**src/rtl/rll_2_7_pkg.sv**
```systemverilog
// Shared constants for the RLL(2,7) receive path: codewords, their lengths,
// left-aligned data words and the encoding used for data-word lengths.
package rll_2_7_pkg;

  localparam int D_MIN_DEF = 2;
  localparam int K_MAX_DEF = 7;

  // Codewords, first received bit is the MSB
  localparam logic [3:0] CW_10   = 4'b0100;
  localparam logic [3:0] CW_11   = 4'b1000;
  localparam logic [5:0] CW_000  = 6'b000100;
  localparam logic [5:0] CW_010  = 6'b100100;
  localparam logic [5:0] CW_011  = 6'b001000;
  localparam logic [7:0] CW_0010 = 8'b00100100;
  localparam logic [7:0] CW_0011 = 8'b00001000;

  // Accumulator lengths at which a match is attempted
  localparam logic [3:0] CW_LEN_SHORT = 4'd4;
  localparam logic [3:0] CW_LEN_MID   = 4'd6;
  localparam logic [3:0] CW_LEN_LONG  = 4'd8;

  // Data words, left-aligned in a 4-bit field
  localparam logic [3:0] DW_10   = 4'b1000;
  localparam logic [3:0] DW_11   = 4'b1100;
  localparam logic [3:0] DW_000  = 4'b0000;
  localparam logic [3:0] DW_010  = 4'b0100;
  localparam logic [3:0] DW_011  = 4'b0110;
  localparam logic [3:0] DW_0010 = 4'b0010;
  localparam logic [3:0] DW_0011 = 4'b0011;

  // Data-word length encoding (number of data bits)
  localparam logic [2:0] DLEN_NONE = 3'd0;
  localparam logic [2:0] DLEN_2    = 3'd2;
  localparam logic [2:0] DLEN_3    = 3'd3;
  localparam logic [2:0] DLEN_4    = 3'd4;

endpackage

```
**src/rtl/rll_2_7_decode_lut.sv**
```systemverilog
// Combinational codeword lookup. Because the code set is prefix-free, a match
// is only attempted at lengths 4, 6 and 8; an unmatched 8-bit accumulator is
// an invalid codeword.
module rll_2_7_decode_lut
  import rll_2_7_pkg::*;
(
  input  logic [7:0] acc,
  input  logic [3:0] acc_len,
  output logic       match,
  output logic       invalid,
  output logic [3:0] data_word,
  output logic [2:0] data_len
);

  // Match the low acc_len bits of the accumulator against the code table
  always_comb begin
    match     = 1'b0;
    invalid   = 1'b0;
    data_word = 4'b0000;
    data_len  = DLEN_NONE;
    case (acc_len)
      CW_LEN_SHORT: begin
        if (acc[3:0] == CW_10) begin
          match = 1'b1; data_word = DW_10; data_len = DLEN_2;
        end else if (acc[3:0] == CW_11) begin
          match = 1'b1; data_word = DW_11; data_len = DLEN_2;
        end
      end
      CW_LEN_MID: begin
        if (acc[5:0] == CW_000) begin
          match = 1'b1; data_word = DW_000; data_len = DLEN_3;
        end else if (acc[5:0] == CW_010) begin
          match = 1'b1; data_word = DW_010; data_len = DLEN_3;
        end else if (acc[5:0] == CW_011) begin
          match = 1'b1; data_word = DW_011; data_len = DLEN_3;
        end
      end
      CW_LEN_LONG: begin
        if (acc == CW_0010) begin
          match = 1'b1; data_word = DW_0010; data_len = DLEN_4;
        end else if (acc == CW_0011) begin
          match = 1'b1; data_word = DW_0011; data_len = DLEN_4;
        end else begin
          invalid = 1'b1;
        end
      end
      default: ;
    endcase
  end

endmodule

```
**src/rtl/rll_2_7_decoder.sv**
```systemverilog
// RLL(2,7) decoder: parses the recovered code-bit stream into data bits,
// packs them MSB-first into bytes on a valid/ready interface, and flags
// invalid codewords, run-length violations and overruns.
module rll_2_7_decoder
  import rll_2_7_pkg::*;
#(
  parameter int ERR_CNT_W = 8,
  parameter int K_MAX     = K_MAX_DEF,
  parameter int D_MIN     = D_MIN_DEF
) (
  input  logic                 clk,
  input  logic                 reset,
  input  logic                 enable,
  input  logic                 code_bit,
  input  logic                 code_bit_valid,
  input  logic                 align,
  output logic [7:0]           data_out,
  output logic                 data_valid,
  input  logic                 data_ready,
  output logic                 code_error,
  output logic                 rll_violation,
  output logic                 overrun,
  output logic [ERR_CNT_W-1:0] err_count
);

  localparam logic [3:0] RUN_LIMIT = 4'(K_MAX + 1);
  localparam logic [3:0] D_LIMIT   = 4'(D_MIN);

  logic [7:0]  acc;
  logic [3:0]  acc_len;
  logic [11:0] pk;
  logic [3:0]  pk_cnt;
  logic [3:0]  run_cnt;
  logic        armed;

  logic        bit_take;
  logic [7:0]  acc_sh;
  logic [3:0]  len_sh;
  logic        lut_match;
  logic        lut_invalid;
  logic [3:0]  lut_word;
  logic [2:0]  lut_len;
  logic [11:0] merged;
  logic [3:0]  cnt_m;
  logic        byte_done;
  logic [3:0]  run_inc;

  // align wins over a code bit arriving in the same cycle
  assign bit_take = enable && code_bit_valid && !align;
  assign acc_sh   = {acc[6:0], code_bit};
  assign len_sh   = acc_len + 4'd1;
  assign run_inc  = (run_cnt == 4'hF) ? run_cnt : run_cnt + 4'd1;

  rll_2_7_decode_lut u_lut (
    .acc       (acc_sh),
    .acc_len   (len_sh),
    .match     (lut_match),
    .invalid   (lut_invalid),
    .data_word (lut_word),
    .data_len  (lut_len)
  );

  // Merge a matched data word into the packer and detect a completed byte
  always_comb begin
    merged = pk;
    cnt_m  = pk_cnt;
    if (bit_take && lut_match) begin
      merged = pk | ({lut_word, 8'h00} >> pk_cnt);
      cnt_m  = pk_cnt + {1'b0, lut_len};
    end
    byte_done = (cnt_m >= 4'd8);
  end

  // Accumulator, packer, run tracking, error counting and output handshake
  always_ff @(posedge clk) begin
    if (reset) begin
      acc           <= '0;
      acc_len       <= '0;
      pk            <= '0;
      pk_cnt        <= '0;
      run_cnt       <= '0;
      armed         <= 1'b0;
      data_out      <= '0;
      data_valid    <= 1'b0;
      code_error    <= 1'b0;
      rll_violation <= 1'b0;
      overrun       <= 1'b0;
      err_count     <= '0;
    end else begin
      code_error    <= 1'b0;
      rll_violation <= 1'b0;
      if (enable) begin
        if (align) begin
          acc     <= '0;
          acc_len <= '0;
          pk      <= '0;
          pk_cnt  <= '0;
          run_cnt <= '0;
          armed   <= 1'b0;
          overrun <= 1'b0;
        end else if (code_bit_valid) begin
          if (lut_match || lut_invalid) begin
            acc     <= '0;
            acc_len <= '0;
          end else begin
            acc     <= acc_sh;
            acc_len <= len_sh;
          end
          if (byte_done) begin
            pk     <= merged << 8;
            pk_cnt <= cnt_m - 4'd8;
          end else begin
            pk     <= merged;
            pk_cnt <= cnt_m;
          end
          if (lut_invalid) begin
            code_error <= 1'b1;
            if (err_count != '1) err_count <= err_count + 1'b1;
          end
          if (code_bit) begin
            if (armed && (run_cnt < D_LIMIT)) rll_violation <= 1'b1;
            run_cnt <= '0;
            armed   <= 1'b1;
          end else begin
            run_cnt <= run_inc;
            // run_inc differs from run_cnt only while counting, so one pulse per run
            if (armed && (run_inc == RUN_LIMIT) && (run_inc != run_cnt))
              rll_violation <= 1'b1;
          end
        end
        if (byte_done) begin
          data_out   <= merged[11:4];
          data_valid <= 1'b1;
          if (data_valid && !data_ready) overrun <= 1'b1;
        end else if (data_valid && data_ready) begin
          data_valid <= 1'b0;
        end
      end
    end
  end

endmodule

```
**config.mk**
```make
export PLATFORM = sky130hd
export DESIGN_NAME = rll_2_7_decoder
export DESIGN_NICKNAME = d
export VERILOG_FILES = /design/src/rtl/rll_2_7_pkg.sv /design/src/rtl/rll_2_7_decode_lut.sv /design/src/rtl/rll_2_7_decoder.sv
export SDC_FILE = /design/constraint.sdc
export NUM_CORES = 1
export LEC_CHECK = 0
export ABC_AREA = 1
export CAP_MARGIN = 25
export CORE_ASPECT_RATIO = 1.1
export CORE_UTILIZATION = 35
export DETAILED_ROUTE_END_ITERATION = 8
export GPL_ROUTABILITY_DRIVEN = 0
export PLACE_DENSITY = 0.5
export SYNTH_ARGS = -nofsm -noshare
export SYNTH_HDL_FRONTEND = slang
export SYNTH_SLANG_ARGS = --single-unit
export TNS_END_PERCENT = 1
```
**constraint.sdc**
```tcl
create_clock -name clk -period 5.2 [get_ports clk]
set_input_delay 0.52 -clock clk [delete_from_list [all_inputs] [get_ports clk]]
set_output_delay 0.52 -clock clk [all_outputs]
set_load 0.02 [all_outputs]
```
==> flow_summary.toml <==
[drt]
via_per_inst = 4.92
wl_per_cell_um = 13.3
dr.pass1.iters = 4
finalWirelength_mm = 7.05
num_vias = 2610
ant_nets = 0
post-route-drc-count = 0
drt_iter0_drc = 123

[synthesis]
ys_seq_area_share_pct = 37.1
yosysUniqueCellTypes = 41
yosysMostFrequentCell = "nand2_1"
ys_top_cells_by_count = "nand2_1 (82), inv_1 (59), dfxtp_1 (52), nand3_1 (36), nor2_1 (29)"
synthCells = 402
synth-main-ff-cell = "dfxtp_1"
synth_area_leaders = "dfxtp_1 (37%), nand2_1 (11%), inv_1 (7.9%), nand3_1 (6.4%), o21ai_0 (4.8%)"
synth.avg_cell_area_um2 = 6.97
synth_top_area_share_pct = 37.1
postSynth.asyncResetShare_pct = 0
syn-num-nets = 417
ys.warnings.count = 0
synth-seq-cells = 52
synth-edff-count = 0
syn_area_mm2 = 0.00280
netlist.top_cell.by_area = "dfxtp_1"

[clock_network]
htree_levels = 2
cts_resized = 0
cts_tree = "yes"
clockBufferDepth = 2
worst_setup_hold_path_clk_slew_ns = 0.09
post_cts_buffers = 0
cts_sinks = 52
cts_root_buffer = "clkbuf_8"
clkLatencyLatePin_ns = 0.31
hold_buffers = 0
cts_made_buffers = 5

[flow_run]
maxCapViolCount = 0

[worst_setup_path]
reg2reg_from = "acc_len[0]"
critical_path.startpoint = "code_bit"
reg2reg_depth = 18
critPathKind = "in2reg"
critPathRequiredTime_ns = 5.43
crit_path_start_kind = "input pin"
arrival_ns = 3.22
crit_path_end_kind = "flop"
r2r_setup_slack_ns = 2.33
crit_fanout = 5
reg2reg_to = "pk[3]"

[timing]
finClkSkew_ns = 0.00567
hold_viol = 0
holdWs_ns = 0.479
setup_viol = 0
period_needed_ns = 3.00
worst_pin_slew_ns = 0.878
maxSlewViolCount = 0
rsz0062_at_grt = "false"
relSlewSlack_pct = 41.3
fmax_ghz = 0.334
tns_ns = 0
post-route-period-util_pct = 57.7

[final_layout]
fillerInstances = 843
fin_area_mm2 = 0.00328
diodes = 0
drive_gt1_share_pct = 7.04
areaGrowthSynthToFinish_pct = 17.0
nets = 441

[min_path]
min_from = "pk[0]"
whs_path_depth = 2
min_to = "pk[0]"
min-delay-path-class = "reg2reg"

[global_routing]
first_global_vias = 2523
grt_max_degree = 24
track_usage_pct = 18.6
grt_antenna_before_repair = 0
grt_overflow = 0
grt_pass1_wl_mm = 12.0

[power]
p_total_mw = 0.760
total_leakage_power_nw = 1.37
max-vdd-ir-drop_v = 0.0000933
cellPowerDensity_mw_per_mm2 = 232

[die]
die_area_mm2 = 0.00837
die_x_um = 87.3
io_pins = 27
start_util_pct = 36.9
core_mm2 = 0.00760
row_count = 33
die_h_um = 95.9

[place]
postPlaceCellArea_mm2 = 0.00315
dp_hpwl_mm = 5.18
port_buffers = 26

[outcome]
status = "finished clean"
==> sequential cells by signal (all words and copies together), names as in the netlist, 4 cells and up <==
signal / count
acc: 7
acc_len: 4
data_out: 8
err_count: 8
pk: 12
pk_cnt: 4
run_cnt: 4
==> layout by cell type (no fill, tap or decap), types with 8 or more instances in the layout <==
cell,netlist,final
o21ai_0,27,27
a21oi_1,22,22
inv_1,59,59
o22ai_1,8,8
nand2_1,82,82
nor2_1,29,29
nand3_1,36,36
dfxtp_1,52,52
clkdlybuf4s50_1,0,26
==> worst max-delay path by stage <==
stage and end:
3_3_place_gp data_out[2], 5_1_grt pk[5], 4_1_cts pk[3], 3_5_place_dp pk[3], 2_1_floorplan data_out[2], 6_report pk[3]
==> through the flow <==
step                      setup slack [ns]  cells  utilization, %
after floorplan                       2.75    402               -
after global placement                1.91    524            41.5
after detailed placement              1.87    524            41.5
after CTS                             2.20    531            43.1
after global routing                  1.89    531            43.1
final                                 2.20    531            43.1
==> routing by layer <==
| layer | up-vias | global-route usage (%) | wire [µm] | part of all wire (%) |
|---|---|---|---|---|
| met4 | 0 | 6.69 | 105 | 1.5 |
| li1 | 1374 | - | - | - |
| met3 | 8 | 3.17 | 320 | 4.5 |
| met2 | 54 | 29.9 | 3100 | 44 |
| met5 | - | 0 | 0 | 0 |
| met1 | 1174 | 24.9 | 3530 | 50 |
==> cell type report <==
class	count	area (µm²)	share of cell area (%)
clock inverters	2	60.1	1.83
clock buffers	5	68.8	2.10
flip-flops and latches	52	1040	31.8
multi-input cells	275	1470	44.8
well taps	105	131	4.01
repair buffers	26	260	7.94
inverters	66	248	7.56
==> report_power, final <==
group | switching (mW) | internal [mW]
clock | 0.141 | 0.190
combinational | 0.0218 | 0.00790
sequential | 0.00119 | 0.399
==> critical path, cell delays in order <==
cell and delay [ns]:
clkdlybuf4s50_1 0.49, inv_2 0.12, nand2_1 0.10, nor2_2 0.18, nand2_1 0.07, nand2_1 0.12, nand2_2 0.11, inv_1 0.07
ha_1 0.25, a21oi_1 0.15, nand2_1 0.07, xor2_1 0.16, nand3_2 0.13, nand2_1 0.13, nand2_1 0.15, nor2_2 0.25
nand2_1 0.08, o21ai_0 0.07
==> cell families after synthesis <==
logic type,Yosys count,share of synthesized area [%]
flops,52,37.1
xor+xnor,3,0.938
simple gates,182,30.5
fa+ha+maj,8,3.84
compound gates,82,17.1
buf+inv,75,10.4
No activity file was read; power rests on OpenSTA's default activity.
